===== src/rtl/seg_pkg.sv =====
// ============================================================================
// Module      : seg_pkg
// Description : Shared seven-segment codes, digit enables and decoder states.
// Revision    : 1.0 - initial release
// ============================================================================
`default_nettype none

package seg_pkg;

  // Active-low segment patterns, bit order {g,f,e,d,c,b,a}
  localparam logic [6:0] SEG_0     = 7'b1000000;
  localparam logic [6:0] SEG_1     = 7'b1111001;
  localparam logic [6:0] SEG_2     = 7'b0100100;
  localparam logic [6:0] SEG_3     = 7'b0110000;
  localparam logic [6:0] SEG_4     = 7'b0011001;
  localparam logic [6:0] SEG_5     = 7'b0010010;
  localparam logic [6:0] SEG_6     = 7'b0000010;
  localparam logic [6:0] SEG_7     = 7'b1111000;
  localparam logic [6:0] SEG_8     = 7'b0000000;
  localparam logic [6:0] SEG_9     = 7'b0010000;
  localparam logic [6:0] SEG_BLANK = 7'b1111111;

  localparam logic [1:0] AN_ONES = 2'b10;
  localparam logic [1:0] AN_TENS = 2'b01;

  typedef logic [1:0] dec_state_t;

  localparam dec_state_t ST_WAIT     = 2'd0;
  localparam dec_state_t ST_HAVE_ONE = 2'd1;
  localparam dec_state_t ST_PUBLISH  = 2'd2;

endpackage

`default_nettype wire


===== src/rtl/seg_display_decoder_seg7_to_bcd.sv =====
// ============================================================================
// Module      : seg7_to_bcd
// Description : Combinational active-low seven-segment pattern to BCD digit.
// Revision    : 1.0 - initial release
// ============================================================================
`default_nettype none

module seg7_to_bcd
  import seg_pkg::*;
(
  input  logic [6:0] seg,
  output logic [3:0] digit,
  output logic       is_blank,
  output logic       is_valid
);

  always_comb begin
    digit    = 4'd0;
    is_blank = 1'b0;
    is_valid = 1'b1;
    case (seg)
      SEG_0:     digit = 4'd0;
      SEG_1:     digit = 4'd1;
      SEG_2:     digit = 4'd2;
      SEG_3:     digit = 4'd3;
      SEG_4:     digit = 4'd4;
      SEG_5:     digit = 4'd5;
      SEG_6:     digit = 4'd6;
      SEG_7:     digit = 4'd7;
      SEG_8:     digit = 4'd8;
      SEG_9:     digit = 4'd9;
      SEG_BLANK: begin
        is_blank = 1'b1;
        is_valid = 1'b0;
      end
      default:   is_valid = 1'b0;
    endcase
  end

endmodule

`default_nettype wire


===== src/rtl/seg_display_decoder.sv =====
// ============================================================================
// Module      : seg_display_decoder
// Description : Samples a scanned two-digit seven-segment bus and rebuilds the
//               displayed 0-15 value.
// Revision    : 1.0 - initial release
// ============================================================================
`default_nettype none

module seg_display_decoder
  import seg_pkg::*;
#(
  parameter int STABLE_CYCLES = 2
) (
  input  logic       clk,
  input  logic       rst,
  input  logic [6:0] seg,
  input  logic [1:0] an,
  output logic [3:0] value,
  output logic       value_valid,
  output logic       value_update,
  output logic       err
);

  localparam logic [3:0] c_stable = 4'(STABLE_CYCLES);

  logic [6:0] r_seg_q, r_seg_p;
  logic [1:0] r_an_q, r_an_p;
  logic [3:0] r_stab_cnt;
  logic       r_captured;
  dec_state_t r_state;
  logic [3:0] r_ones, r_tens;
  logic       r_held_tens;
  logic [3:0] r_value;
  logic       r_value_valid, r_value_update, r_err;

  logic [3:0] w_digit;
  logic       w_is_blank, w_is_valid;
  logic       w_an_legal, w_same;
  logic [3:0] w_cnt_next;
  logic       w_capture, w_cap_tens, w_legal;
  logic [4:0] w_sum;

  seg7_to_bcd u_seg7_to_bcd (
    .seg      (r_seg_q),
    .digit    (w_digit),
    .is_blank (w_is_blank),
    .is_valid (w_is_valid)
  );

  assign w_an_legal = (r_an_q == AN_ONES) || (r_an_q == AN_TENS);
  assign w_same     = (r_seg_q == r_seg_p) && (r_an_q == r_an_p);

  always_comb begin
    w_cnt_next = 4'd0;
    if (w_same && w_an_legal)
      w_cnt_next = (r_stab_cnt == c_stable) ? r_stab_cnt : r_stab_cnt + 4'd1;
  end

  // Capture on the edge where the counter first reaches the threshold
  assign w_capture  = (w_cnt_next == c_stable) && (r_stab_cnt != c_stable) && !r_captured;
  assign w_cap_tens = (r_an_q == AN_TENS);
  // Tens position only ever shows 0, 1 or blank (blank reads as 0)
  assign w_legal    = w_cap_tens ? (w_is_blank || (w_is_valid && (w_digit <= 4'd1)))
                                 : w_is_valid;
  assign w_sum      = 5'(r_tens) * 5'd10 + 5'(r_ones);

  always_ff @(posedge clk) begin
    if (rst) begin
      r_seg_q    <= SEG_BLANK;
      r_seg_p    <= SEG_BLANK;
      r_an_q     <= 2'b11;
      r_an_p     <= 2'b11;
      r_stab_cnt <= 4'd0;
      r_captured <= 1'b0;
    end else begin
      r_seg_q    <= seg;
      r_an_q     <= an;
      r_seg_p    <= r_seg_q;
      r_an_p     <= r_an_q;
      r_stab_cnt <= w_cnt_next;
      if (r_an_q != r_an_p)
        r_captured <= 1'b0;
      else if (w_capture)
        r_captured <= 1'b1;
    end
  end

  always_ff @(posedge clk) begin
    if (rst) begin
      r_state        <= ST_WAIT;
      r_ones         <= 4'd0;
      r_tens         <= 4'd0;
      r_held_tens    <= 1'b0;
      r_value        <= 4'd0;
      r_value_valid  <= 1'b0;
      r_value_update <= 1'b0;
      r_err          <= 1'b0;
    end else begin
      r_value_update <= 1'b0;
      r_err          <= 1'b0;
      case (r_state)
        ST_WAIT: begin
          if (w_capture) begin
            if (w_legal) begin
              if (w_cap_tens) r_tens <= w_digit;
              else            r_ones <= w_digit;
              r_held_tens <= w_cap_tens;
              r_state     <= ST_HAVE_ONE;
            end else begin
              r_err <= 1'b1;
            end
          end
        end
        ST_HAVE_ONE: begin
          if (w_capture) begin
            if (!w_legal) begin
              r_err   <= 1'b1;
              r_ones  <= 4'd0;
              r_tens  <= 4'd0;
              r_state <= ST_WAIT;
            end else begin
              if (w_cap_tens) r_tens <= w_digit;
              else            r_ones <= w_digit;
              if (w_cap_tens != r_held_tens)
                r_state <= ST_PUBLISH;
            end
          end
        end
        ST_PUBLISH: begin
          if (w_sum <= 5'd15) begin
            r_value        <= w_sum[3:0];
            r_value_update <= 1'b1;
            r_value_valid  <= 1'b1;
          end else begin
            r_err <= 1'b1;
          end
          r_ones  <= 4'd0;
          r_tens  <= 4'd0;
          r_state <= ST_WAIT;
        end
        default: r_state <= ST_WAIT;
      endcase
    end
  end

  assign value        = r_value;
  assign value_valid  = r_value_valid;
  assign value_update = r_value_update;
  assign err          = r_err;

endmodule

`default_nettype wire


===== config.mk =====
export PLATFORM = sky130hd
export DESIGN_NAME = seg_display_decoder
export DESIGN_NICKNAME = d
export VERILOG_FILES = /design/src/rtl/seg_pkg.sv /design/src/rtl/seg_display_decoder_seg7_to_bcd.sv /design/src/rtl/seg_display_decoder.sv
export SDC_FILE = /design/constraint.sdc
export NUM_CORES = 1
export LEC_CHECK = 0
export ABC_AREA = 1
export ABC_CLOCK_PERIOD_IN_PS = 2600
export CAP_MARGIN = 25
export CORE_ASPECT_RATIO = 1.25
export CORE_MARGIN = 2
export CORE_UTILIZATION = 50
export CTS_BUF_LIST = sky130_fd_sc_hd__clkbuf_16
export CTS_CLUSTER_SIZE = 30
export DETAILED_ROUTE_END_ITERATION = 7
export GPL_TIMING_DRIVEN = 0
export PLACE_DENSITY = 0.7
export SLEW_MARGIN = 25
export SYNTH_ARGS = -nofsm -noshare
export SYNTH_HDL_FRONTEND = slang
export SYNTH_SLANG_ARGS = --single-unit

===== constraint.sdc =====
create_clock -name clk -period 2.6 [get_ports clk]
set_clock_uncertainty 0.05 [all_clocks]
set_input_delay 0.39 -clock clk [delete_from_list [all_inputs] [get_ports clk]]
set_output_delay 0.39 -clock clk [all_outputs]
set_load 0.1 [all_outputs]

==> implementation parameters, run 1 <==
Parameter                              Value

Global routing
  Initial antenna violation count ... 0
  Largest net degree at the start of global routing ... 13
  Met3 global-route usage ... 0.0437
  Fraction of met2 tracks used by global routing ... 0.360
  Vias in the first global route ... ~1.8k
  Met1 capacity usage during global routing ... 0.224
  Overall global routing resource usage ... 0.199
  Final global-route overflow total ... 0
  Top Usage Layer GRT ... met2
  Wire length of the first global-routing pass ... 7830 um

Floorplan
  Number of top-level pins ... 18
  Die span in x ... 64.5 um
  Die Y ... 79.6 um
  Die Outline Area ... 0.00513 mm2
  Placeable core area ... 0.00439 mm2
  Effective utilization at floorplan ... 0.521
  Standard-cell rows ... 27

Detailed routing
  Starting DRC count in detailed routing ... between 60 and 70
  Routed wire length ... 4300 um
  DR DRC count ... 0
  Antenna-violating nets left ... 0
  Per-cell via count in the routed design ... 4.80
  Detailed-route via count ... 1858
  Wire length per cell ... 11.1 um
  Router iterations before antenna repair ... 4

Cells and area
  Synthesis-to-layout area growth ... 17.6%
  Total number of nets in the final design ... 352
  Number of diodes added for antenna fixing ... 0
  Most used cells in the layout excluding fill and tap cells ... sky130_fd_sc_hd__nand2_1, sky130_fd_sc_hd__nor2_1, sky130_fd_sc_hd__dfxtp_1, sky130_fd_sc_hd__inv_1, sky130_fd_sc_hd__clkdlybuf4s50_1
  Footprint of the multi-input gates ... ~0.0012 mm2
  Fraction of final layout cells sized beyond drive strength 1 ... 0.164
  Commonest non-fill, non-tap cell in the layout ... sky130_fd_sc_hd__nand2_1
  Non-filler cells in the finished layout ... 387
  Area taken by flip-flops and latches ... around 820 um2
  Filler cell count ... 397

Synthesis
  Cell area after technology mapping ... 0.00229 mm2
  Total nets after synthesis ... between 300 and 400
  Avg Cell Area, Syn ... 7.50 um2
  Count of warnings emitted by yosys ... 0
  Gate count after technology mapping ... 305
  Post-synth cell types ... 36
  Synthesized flop and latch total ... 41
  Share of synthesized area occupied by flip-flops and latches ... 0.359

Clock network
  Clock slew at the register clock pins of the worst setup and hold paths ... about 60 ps
  Hold-fix buffers at CTS ... 0
  Maximum number of buffers from clock root to sink ... 2
  Resized cells post-CTS ... 0
  CTS Root Cell ... sky130_fd_sc_hd__clkbuf_16
  Number of H-tree branching levels ... 2
  TritonCTS Buffers ... 5
  TritonCTS clock tree ... built
  Later-pin clock latency in the skew report ... 280 ps
  Post-CTS setup repair buffer count ... 0
  Sink Count ... 41

STA
  Setup repair after global routing missed its margin ... false
  Min Clock Period, post-route ... 2180 ps
  Final slew viol count ... 0
  Max frequency ... between 0.4 and 0.5 GHz
  Final-report hold violation count ... 0
  Slew HR ... 0.355
  Ratio of final minimum period to clock period ... 0.838
  Slew at the pin closest to its max-slew limit ... 965 ps
  Setup TNS ... 0 ps
  Count of final setup violators ... 0

Worst setup path
  Crit path arrival time ... approximately 1700 ps
  Critical Path Source Type ... flip-flop
  Reg-to-reg slack, setup ... approximately 450 ps
  Setup crit end kind ... output pin
  Stages on the worst setup path ... 1
  Length in cells of the worst reg-to-reg path ... 11
  R2r endpoint ... r_tens[1]
  Top cell family by delay on the critical path ... buffers and inverters
  Largest stage delay on the critical path ... 1130 ps
  Startpoint of the most critical register-to-register path ... r_stab_cnt[0]
  Timing startpoint of the critical path ... value[1]
  Max FO, Critical Path ... 2
  CP max-delay cell ... sky130_fd_sc_hd__clkdlybuf4s50_1
  Crit path buffers/inverters ... 1
  Required time at the worst-slack endpoint ... 2160 ps
  Capture point of the critical path ... value[1]
  Cells along the critical path ... clkdlybuf4s50_1
  CP Class ... flip-flop to output pin

Pwr
  Peak supply drop ... 0.000350 V
  Pint ... about 1.1 mW
  Cell leakage power ... 1.28 nW
  Clock share of power ... 0.470
  Comb pwr share ... 0.080
  Power per Cell Area ... approximately 540 mW/mm2
  Portion of total power attributed to sequential cells ... 0.450
  Net switching power ... roughly 300 uW
  Share of total power consumed by net switching ... 0.213

Min path
  Cells on Worst Hold Path ... 2
  Worst min-delay path class ... flip-flop to flip-flop
  Launch point of the worst hold path ... value[3]

Placed design
  Detailed-placement wirelength estimate ... 3320 um
  Number of buffers added on ports ... 17
  Weighted congestion reported at the end of routability-driven placement ... 0.796
  Placed Instances ... 380

Status
  Status ... finished, final reports clean

Run
  Max-cap check violation count ... 0
## cells in the mapped netlist, drive strengths merged
cell    number  share of area
nor3b        1         0.0055
a21oi        8          0.018
xnor2        6          0.023
nand3b       1         0.0088
xor2         6          0.023
nand4        7          0.031
o21bai       1         0.0033
inv         38          0.063
nand3        8          0.018
buf          4          0.017
nand2b       1         0.0027
nor4         1         0.0027
o21ai       13          0.028
a31oi        1         0.0027
a21o         1         0.0033
nor3         7          0.018
clkbuf       5          0.017
dfxtp       41           0.36
a21boi       1         0.0033
a211oi       2         0.0066
nor2        53           0.10
fa           1         0.0088
or2         10          0.027
nand2       77           0.15
ha          11          0.060
## registers in the layout, indices dropped and copies added, names as in the netlist
| name | flops |
|---|---|
| value | 4 |
| r_held_tens | 1 |
| r_stab_cnt | 4 |
| r_tens | 4 |
| r_seg_p | 7 |
| r_an_q | 2 |
| r_an_p | 2 |
| r_seg_q | 7 |
| r_ones | 4 |
| r_captured | 1 |
| value_valid | 1 |
| value_update | 1 |
| err | 1 |
| r_state | 2 |
## power groups by stage
stage	logic, mW	clock network, mW	registers (mW)
2_1_floorplan	0.0843	0	0.664
3_3_place_gp	0.116	0	0.666
3_5_place_dp	0.117	0	0.666
4_1_cts	0.118	0.703	0.652
5_1_grt	0.131	0.724	0.654
6_report	0.116	0.680	0.652
## routing by layer
metal / vias to the layer above / part of all wire / wire (um)
met5: - / 0 / 0
met4: 0 / 0.013 / 54
met3: 5 / 0.038 / 165
met2: 22 / 0.52 / 2240
met1: 835 / 0.43 / 1840
li1: 996 / - / -
## kinds of logic (layout without fill, tap and decap cells)
| group | after synthesis | in the layout | synth area share |
|---|---|---|---|
| xor+xnor | 12 | 12 | 0.0460 |
| simple gates | 166 | 166 | 0.364 |
| fa+ha+maj | 12 | 12 | 0.0689 |
| buf+inv | 47 | 71 | 0.0974 |
| flops | 41 | 41 | 0.359 |
| compound gates | 27 | 27 | 0.0651 |
## through the flow
| stage | setup slack (ps) | utilization | total power, mW | hold WS, ps | area (um2) |
|---|---|---|---|---|---|
| after floorplan | 689 | - | 0.748 | 385 | 2290 |
| after global placement | 516 | 0.576 | 0.782 | 384 | 2530 |
| after detailed placement | 475 | 0.576 | 0.783 | 392 | 2530 |
| after CTS | 403 | 0.613 | 1.47 | 404 | 2690 |
| after global routing | 236 | 0.613 | 1.51 | 422 | 2690 |
| final | 422 | 0.613 | 1.45 | 397 | 2690 |
## how the worst min path moves through the flow
stage,to
after floorplan,r_captured
after global routing,value[2]
after CTS,value[2]
final,value[3]
after detailed placement,value[3]
after global placement,value[3]
## cell type report
class                      instances  area share
clock buffer                       5      0.0465
multi-input combinational        217       0.462
tap                               58      0.0270
buffer                             9      0.0288
inverter                          38      0.0540
clock inverter                     2      0.0130
timing repair buffer              17      0.0633
sequential                        41       0.305
Note: power is estimated with default switching activity, not from simulation.
==> run 2, diff against run 1 <==
- ABC_CLOCK_PERIOD_IN_PS: 2600 -> 1800
- PLACE_DENSITY: 0.7 -> 0.73
- clock period: 2.6 -> 1.8 ns (I/O delays scaled with it)
==> run 2 against run 1 <==
The run now ends with setup timing left. Worst setup slack lost 480 ps. Largest power group unchanged. Highest routed layer unchanged. Largest cell class unchanged. Hold slack worse by 3.1 ps. Sequential cell count unchanged.
==> implementation parameters, run 2 (same netlist as run 1, synthesis figures left out) <==
Parameter                              Value

Status
  Status ... complete, but fails checks
  Violated checks ... setup timing

STA
  Count of final setup violators ... 9 (+9)
  Smallest hold slack ... 394 ps (-3.12 ps)
  Max frequency ... 0.537 GHz
  Final slew viol count ... 0 (unchanged)
  Worst path setup slack after routing ... -63.3 ps (-485 ps)
  Slew HR ... 0.369 (+0.0142)
  Ratio of final minimum period to clock period ... 1.04
  Setup repair after global routing missed its margin ... true
  Slew at the pin closest to its max-slew limit ... 950 ps (-14.5 ps)
  Final-report hold violation count ... 0 (unchanged)
  Min Clock Period, post-route ... about 1900 ps

Min path
  End point of the worst hold path ... value[3]
  Worst min-delay path class ... flip-flop to flip-flop
  Cells on Worst Hold Path ... 2 (unchanged)
  Launch point of the worst hold path ... value[3]

Floorplan
  Die Outline Area ... 0.00513 mm2 (unchanged)
  Number of top-level pins ... 18 (unchanged)
  Placeable core area ... 0.00439 mm2 (unchanged)
  Effective utilization at floorplan ... 0.521 (unchanged)
  Standard-cell rows ... 27 (unchanged)
  Die Y ... 79.6 um (unchanged)
  Die span in x ... 64.5 um (unchanged)

Pwr
  Power per Cell Area ... 653 mW/mm2 (+21%)
  Peak supply drop ... 0.000500 V (+43%)
  Cell leakage power ... 1.46 nW (+14%)
  Post-route total power ... 2.15 mW (+48%)

Placed design
  Detailed-placement wirelength estimate ... 3310 um (-0.32%)
  Area post-placement ... 0.00253 mm2 (+0.15%)
  Weighted congestion reported at the end of routability-driven placement ... 0.842 (+5.7%)
  Placed Instances ... 380 (unchanged)
  Number of buffers added on ports ... 17 (unchanged)

Detailed routing
  Routed wire length ... 5520 um (+28%)
  DR DRC count ... 0 (unchanged)
  Antenna-violating nets left ... 0 (unchanged)
  Starting DRC count in detailed routing ... 58 (-12%)
  Router iterations before antenna repair ... 4 (unchanged)
  Detailed-route via count ... 2052 (+10%)
  Wire length per cell ... 13.4 um (+20%)
  Per-cell via count in the routed design ... 4.97 (+3.5%)

Clock network
  Sink Count ... 41 (unchanged)
  Clock slew at the register clock pins of the worst setup and hold paths ... 60 ps (about the same)
  Number of H-tree branching levels ... 2 (unchanged)
  CTS Root Cell ... sky130_fd_sc_hd__clkbuf_16
  Maximum number of buffers from clock root to sink ... 2 (unchanged)
  Later-pin clock latency in the skew report ... 280 ps (about the same)
  TritonCTS clock tree ... built
  TritonCTS Buffers ... 5 (unchanged)

Worst setup path
  Startpoint of the most critical register-to-register path ... r_stab_cnt[0]
  Setup crit end kind ... flip-flop
  Critical Path Source Type ... flip-flop
  Max FO, Critical Path ... 5 (+3)
  Required time at the worst-slack endpoint ... 1960 ps (-200 ps)
  R2r endpoint ... r_ones[2]
  CP Class ... flip-flop to flip-flop
  Length in cells of the worst reg-to-reg path ... 12 (+1)
  Crit path arrival time ... 2020 ps (+280 ps)
  Reg-to-reg slack, setup ... -60 ps (-510 ps)

Cells and area
  Number of diodes added for antenna fixing ... 0 (unchanged)
  Commonest non-fill, non-tap cell in the layout ... sky130_fd_sc_hd__nand2_1
  Largest registers ... r_seg_p: 7 flops, r_seg_q: 7 flops
  Total number of nets in the final design ... 377 (+7.1%)
  Area of all placed cells without fillers ... 0.00329 mm2 (+22%)
  Fraction of final layout cells sized beyond drive strength 1 ... 0.403 (+0.239)
  Non-filler cells in the finished layout ... 413 (+6.7%)
  Most used cells in the layout excluding fill and tap cells ... sky130_fd_sc_hd__nand2_1, sky130_fd_sc_hd__nor2_1, sky130_fd_sc_hd__inv_1, sky130_fd_sc_hd__dfxtp_1, sky130_fd_sc_hd__nand2_2
  Synthesis-to-layout area growth ... 43.7%

Global routing
  Wire length of the first global-routing pass ... 8690 um (+11%)
  Largest net degree at the start of global routing ... 13 (unchanged)
  Final global-route overflow total ... 0 (unchanged)
  Initial antenna violation count ... 0 (unchanged)
  Vias in the first global route ... 1998 (+11%)
  Overall global routing resource usage ... 0.221 (+0.0222)

Run
  Max-cap check violation count ... 0 (unchanged)
run 2: worst max-delay path, stage by stage (launching register included):
cell	delay [ps]
sky130_fd_sc_hd__dfxtp_4	360
sky130_fd_sc_hd__buf_6	120
sky130_fd_sc_hd__ha_4	170
sky130_fd_sc_hd__xnor2_4	160
sky130_fd_sc_hd__nand2_2	80
sky130_fd_sc_hd__nor2_4	120
sky130_fd_sc_hd__nand4_4	140
sky130_fd_sc_hd__nand2_4	130
sky130_fd_sc_hd__nand3b_4	120
sky130_fd_sc_hd__buf_6	160
sky130_fd_sc_hd__nand2_2	40
sky130_fd_sc_hd__nand2_1	50
sky130_fd_sc_hd__nor2_1	80
run 2: timing repair:
action                                  CTS  global route
setup buffers                            17             8
resized for setup                        58            61
cloned                                    1             0
endpoints found under the setup margin   21            23
endpoints found under the hold margin     0             0
hold buffers                              0             0
pin swaps                                23            32
run 2: worst max path at each step:
stage,cells past startpoint,to,startpoint,slack (ps)
2_1_floorplan,10,r_ones[0],r_an_q[1],3
3_3_place_gp,10,r_tens[0],r_an_q[1],-170
5_1_grt,12,r_tens[3],r_stab_cnt[0],-130
4_1_cts,13,r_ones[3],r_stab_cnt[0],-20
6_report,12,r_ones[2],r_stab_cnt[0],-60
3_5_place_dp,10,r_tens[0],r_an_q[1],-200
run 2: area by class of cell:
| class | count | area, um2 |
|---|---|---|
| multi-input combinational | 217 | 1560 |
| buffer | 8 | 83.8 |
| sequential | 41 | 865 |
| tap | 58 | 72.6 |
| clock buffer | 5 | 125 |
| clock inverter | 3 | 37.5 |
| inverter | 38 | 158 |
| timing repair buffer | 43 | 388 |
| fill | 306 | 1100 |
run 2: power breakdown:
group	internal (mW)	switching [mW]
logic	0.108	0.117
clock network	0.644	0.342
registers	0.917	0.0191
total	1.67	0.478
run 2: per-stage QoR:
stage,util,setup slack (ps),TNS [ps]
2_1_floorplan,-,3.49,0
3_3_place_gp,0.577,-165,-1660
3_5_place_dp,0.577,-199,-2030
4_1_cts,0.684,-22.4,-53.8
5_1_grt,0.748,-134,-1320
6_report,0.748,-63.3,-382
run 2: routing by layer:
layer / global-route usage / part of all wire / vias to the layer above
li1: - / - / 1050
met1: 0.231 / 0.40 / 968
met2: 0.420 / 0.55 / 25
met3: 0.0395 / 0.026 / 9
met4: 0.104 / 0.021 / 0
met5: 0 / 0 / -
==> RTL edit 1, RTL diff (config.mk and constraints of run 1) <==
Make the reset (`rst`) asynchronous in 2 clocked blocks.
--- a/src/rtl/seg_display_decoder.sv
+++ b/src/rtl/seg_display_decoder.sv
@@ -66,3 +66,3 @@
 
-  always_ff @(posedge clk) begin
+  always_ff @(posedge clk or posedge rst) begin
     if (rst) begin
@@ -87,3 +87,3 @@
 
-  always_ff @(posedge clk) begin
+  always_ff @(posedge clk or posedge rst) begin
     if (rst) begin
Function: differs if rst is asserted again (counterexample within 10 cycles, from zero or initial values and one cycle with rst high); with rst held inactive, the same outputs for 10 cycles.
==> RTL edit 1 against run 1 <==
Routed wire length decreased by 14%; combinational power fell by 18%; sequential share of layout area grew 9.5 points; power is 7.6% lower; sequential cell count is the same; die area shrank 2.9%; synthesized cell count down 17%; final area down 2.6%; count of clock-buffer cells in the layout stayed put; clock power decreased by 17%; hold slack lost 0.061 ns; largest cell class unchanged; critical path type unchanged; setup slack got worse by 0.018 ns; area after synthesis decreased by 3.1%; largest power group is now sequential cells.
==> RTL edit 1: results (changes against run 1) <==
[clocking]
cts_root_buf=clkbuf_16
htreeDepth=2  ; unchanged
clkTransAtPathRegs_ns=0.06  ; about the same
ctsLongestPathBuffers=2  ; unchanged
cts_resized=0  ; unchanged
numCtsBuffers=5  ; unchanged
postCtsSetupBuffers=0  ; unchanged
worstSkewPairLatency_ns=0.28  ; about the same

[layout]
nFillCells=379  ; -4.5%
num_antenna_cells=0  ; unchanged
drive_above_1_share=0.180  ; +0.0157
final_nets=301  ; -14%
reg_top3=r_seg_p x7, r_seg_q x7

[min_path]
min_from=r_an_q[1]$_DFF_PP1_
holdPathStages=0  ; -2
hold_path_class=register to register
hold_path_end=r_an_p[1]$_DFF_PP1_

[yosys]
ys_top_cells_by_count=73 x nand2_1, 23 x dfrtp_1, 22 x inv_1
ys_warn_count=0  ; unchanged
synth.top_cells.by_area=dfrtp_1 26%, dfstp_2 21%, nand2_1 12%
mappedNetlistArea_mm2=0.00222  ; -3.1%
ys_seq_area_frac=0.473  ; +0.114
ys_types=31  ; -14%
synthArstFlopShare=1.00  ; +1.00
syn-num-nets=276  ; -16%

[global_route]
grt_usage=0.174  ; -0.0242
grt_max_degree=23  ; +10
grt_pass1_wl_um=6800  ; -13%
grt_pass1_vias=1618  ; -11%
antenna_found_initial=0  ; unchanged

[critical_path]
cpLargestDelayFamily=buffers and inverters
max_stage_delay_ns=1.14
cp_slowest_cell=clkdlybuf4s50_1
worst_ep_arrival_time_ns=1.76  ; +0.02 ns
reg2reg_to=value_valid$_DFFE_PP0P_
ff2ff_path_depth=7  ; -4
startpoint=value_valid$_DFFE_PP0P_
r2r-start=r_tens[0]$_DFFE_PP0P_
cp_max_fo=2  ; unchanged
r2r_slack_ns=0.55  ; +0.10 ns

[detailed_routing]
wl_um=3720  ; -14%
drt_iter0_drc=72  ; +9.1%
viasPerCell=4.91  ; +2.3%
first_pass_iters=4  ; unchanged

[run_status]
status=finished clean

[timing]
hold_viol_final=0  ; unchanged
holdWs_ns=0.336  ; -0.0610 ns
slew-limit-headroom=0.350  ; -0.00429

[placed_design]
dp_hpwl_um=2870  ; -14%
gp_congestion=0.809  ; +1.7%
io_buffers=17  ; unchanged

[power]
irDropWorstVdd_uv=345  ; -1.6%
p_leak_nw=1.34  ; +5.2%

[RTL edit 1: through the flow]
stage               instance area (um^2)  std cells  utilization  setup slack, ns
floorplan                           2220        253            -            0.707
global placement                    2460        328        0.569            0.396
detailed placement                  2490        329        0.575            0.559
global route                        2620        336        0.606            0.353
CTS                                 2620        336        0.606            0.395
finish                              2620        336        0.606            0.404
[RTL edit 1: worst max path at each step]
stage | end | slack, ns
finish | value_valid | 0.40
global route | value_valid$_DFFE_PP0P_ | 0.35
CTS | value_valid | 0.40
detailed placement | value_valid$_DFFE_PP0P_ | 0.56
global placement | r_tens[3]$_DFFE_PP0P_ | 0.40
floorplan | value_valid$_DFFE_PP0P_ | 0.71
[RTL edit 1: area by class of cell]
type	instances	share of cell area
flip-flops and latches	41	0.400
clock inverters	2	0.00334
well taps	58	0.0277
multi-input cells	184	0.405
clock buffers	5	0.0478
repair buffers	18	0.0755
plain buffers	2	0.00334
inverters	26	0.0372
[RTL edit 1: per-layer routing]
| metal | part of all wire | global-route usage |
|---|---|---|
| met5 | 0 | 0 |
| met4 | 0.021 | 0.0652 |
| met3 | 0.035 | 0.0444 |
| met2 | 0.49 | 0.293 |
| met1 | 0.46 | 0.216 |
[RTL edit 1: cells by family (layout without fill, tap and decap cells)]
group	count (synthesis)	count (layout)	share of synthesized area
compound gates	23	23	0.0531
xor+xnor	11	11	0.0435
fa+ha+maj	12	12	0.0711
buf+inv	28	53	0.0480
flops	41	41	0.473
mux	2	2	0.00903
simple gates	136	136	0.302
[RTL edit 1: worst reg2reg max path, cell delays in order, from the launching register on]
cell	delay, ns
dfrtp_1	0.41
ha_1	0.32
ha_1	0.31
a21oi_1	0.20
xnor2_1	0.10
nand2_1	0.16
inv_1	0.12
or2_2	0.28
[RTL edit 1: power by group]
group / switching, mW / total (mW) / internal [mW]
clock: 0.219 / 0.563 / 0.344
combinational: 0.0553 / 0.0957 / 0.0403
sequential: 0.0148 / 0.680 / 0.665
total: 0.289 / 1.34 / 1.05
==> RTL edit 2, RTL diff (settings of run 1) <==
Without the edit above. Register the inputs `seg` and `an` before use, with the module's reset. The logic sees them one clock later.
--- a/src/rtl/seg_display_decoder.sv
+++ b/src/rtl/seg_display_decoder.sv
@@ -24,2 +24,15 @@
   localparam logic [3:0] c_stable = 4'(STABLE_CYCLES);
+
+  logic [6:0] seg_q;
+  logic [1:0] an_q;
+
+  always_ff @(posedge clk) begin
+    if (rst) begin
+      seg_q <= '0;
+      an_q  <= '0;
+    end else begin
+      seg_q <= seg;
+      an_q  <= an;
+    end
+  end
 
@@ -75,4 +88,4 @@
     end else begin
-      r_seg_q    <= seg;
-      r_an_q     <= an;
+      r_seg_q    <= seg_q;
+      r_an_q     <= an_q;
       r_seg_p    <= r_seg_q;
Function: changed (a bounded check fails within 10 cycles, from zero or initial values and one cycle with rst high).
==> RTL edit 2 against run 1 <==
Routed wire length increased by 1.6%; hold slack got worse by 0.040 ns; area after synthesis increased by 6.9%; synthesized cell count increased by 11%; final area increased by 5.4%; first-iteration DRC count increased by 23%; register-to-register slack got worse by 0.08 ns; power increased by 9.0%; sequential cell count increased by 9; non-clock buffer count decreased by 1; setup slack got worse by 0.050 ns.
==> RTL edit 2: results (changes against run 1) <==
[critical_path]
cp_slowest_cell=dfxtp_1
cpLargestDelayFamily=simple AND/OR/NAND/NOR gates
cp_max_fo=10  ; +8
worst_ep_arrival_time_ns=2.37  ; +0.63 ns
max_stage_delay_ns=0.34  ; -0.79 ns

[detailed_routing]
routedWlPerCell_um=10.3  ; -7.3%
first_pass_iters=4  ; unchanged
wl_met3_um=124  ; -25%
viasPerCell=4.70  ; -2.1%
vias=1992  ; +7.2%
drt_iter0_drc=81  ; +23%
wl_met1_um=1960  ; +6.2%
wl_met2_um=2220  ; -0.98%

[yosys]
ys_seq_area_frac=0.409  ; +0.0506
postSynthAreaPerCell_um2=7.21  ; -3.8%
ys_top_cells_by_count=82 x nand2_1, 55 x nor2_1, 50 x dfxtp_1
ys_types=29  ; -19%
syn-num-nets=362  ; +10%
synth.top_cells.by_area=dfxtp_1 41%, nand2_1 13%, nor2_1 8.4%

[power]
clock_power_share=0.409  ; -0.061
irDropWorstVdd_uv=395  ; +13%
p_comb_mw=0.127  ; +9%
internal_power_mw=1.20  ; +5.5%
p_switching_mw=0.377  ; +22%

[layout]
final_nets=386  ; +9.7%
reg_top3=r_seg_p x7, r_seg_q x7, seg_q x7
drive_above_1_share=0.0962  ; -0.0680

[placed_design]
place_area_mm2=0.00269  ; +6.3%
dp_hpwl_um=3380  ; +1.8%
gp_congestion=0.837  ; +5.1%
dpl.cell_count=416  ; +9.5%

[clocking]
worstSkewPairLatency_ns=0.29

[global_route]
grt_usage=0.181  ; -0.0175
grt_pass1_vias=1803  ; -0.28%
grt_pass1_wl_um=7550  ; -3.6%
grt_max_degree=17  ; +4

[run_status]
status=finished clean

[timing]
slew-limit-headroom=0.353  ; -0.00179

==> RTL edit 2: changes by cell type after synthesis, moves of 3 or more <==
cell	run 1	this run
xor2_1	6	3
o21ai_0	13	9
dfxtp_1	41	50
inv_1	33	39
nand3_1	8	20
nor3_1	6	3
nor2_1	47	55
clkbuf_1	3	6
nand4_1	4	9
nand2_1	63	82
nand2_4	4	1
nand2_2	10	3
==> RTL edit 2: final cells by class <==
class | count | area [um^2]
clock inverters | 3 | 21.3
fillers | 447 | 1890
inverters | 43 | 161
repair buffers | 17 | 170
plain buffers | 8 | 47.5
multi-input cells | 238 | 1230
flip-flops and latches | 50 | 1000
clock buffers | 5 | 125
well taps | 60 | 75.1
==> RTL edit 2: path summary, 6_finish.rpt <==
path | from | to | slack (ns) | cells after the start
max | r_an_q[1]$_SDFF_PP1_ | r_tens[1]$_SDFFE_PP0P_ | 0.37 | 13
min | an_q[1]$_SDFF_PP0_ | r_an_q[1]$_SDFF_PP1_ | 0.36 | 1
max reg2reg | r_an_q[1]$_SDFF_PP1_ | r_tens[1]$_SDFFE_PP0P_ | 0.37 | 13
min reg2reg | an_q[1]$_SDFF_PP0_ | r_an_q[1]$_SDFF_PP1_ | 0.36 | 1
==> RTL edit 2: layer usage <==
layer | track usage | vias up
li1 | - | 1098
met1 | 0.195 | 856
met2 | 0.338 | 30
met3 | 0.0447 | 8
met4 | 0.0673 | 0
met5 | 0 | -
==> RTL edit 2: cells by family (layout without fill, tap and decap cells) <==
group                    count (synthesis)  count (layout)  share of synthesized area
AO/OA/AOI/OAI                           21              21                     0.0450
XOR/XNOR                                11              11                     0.0394
buffers and inverters                   51              76                     0.0855
AND/OR/NAND/NOR                        194             194                      0.356
flip-flops                              50              50                      0.409
adder cells (fa/ha/maj)                 12              12                     0.0645
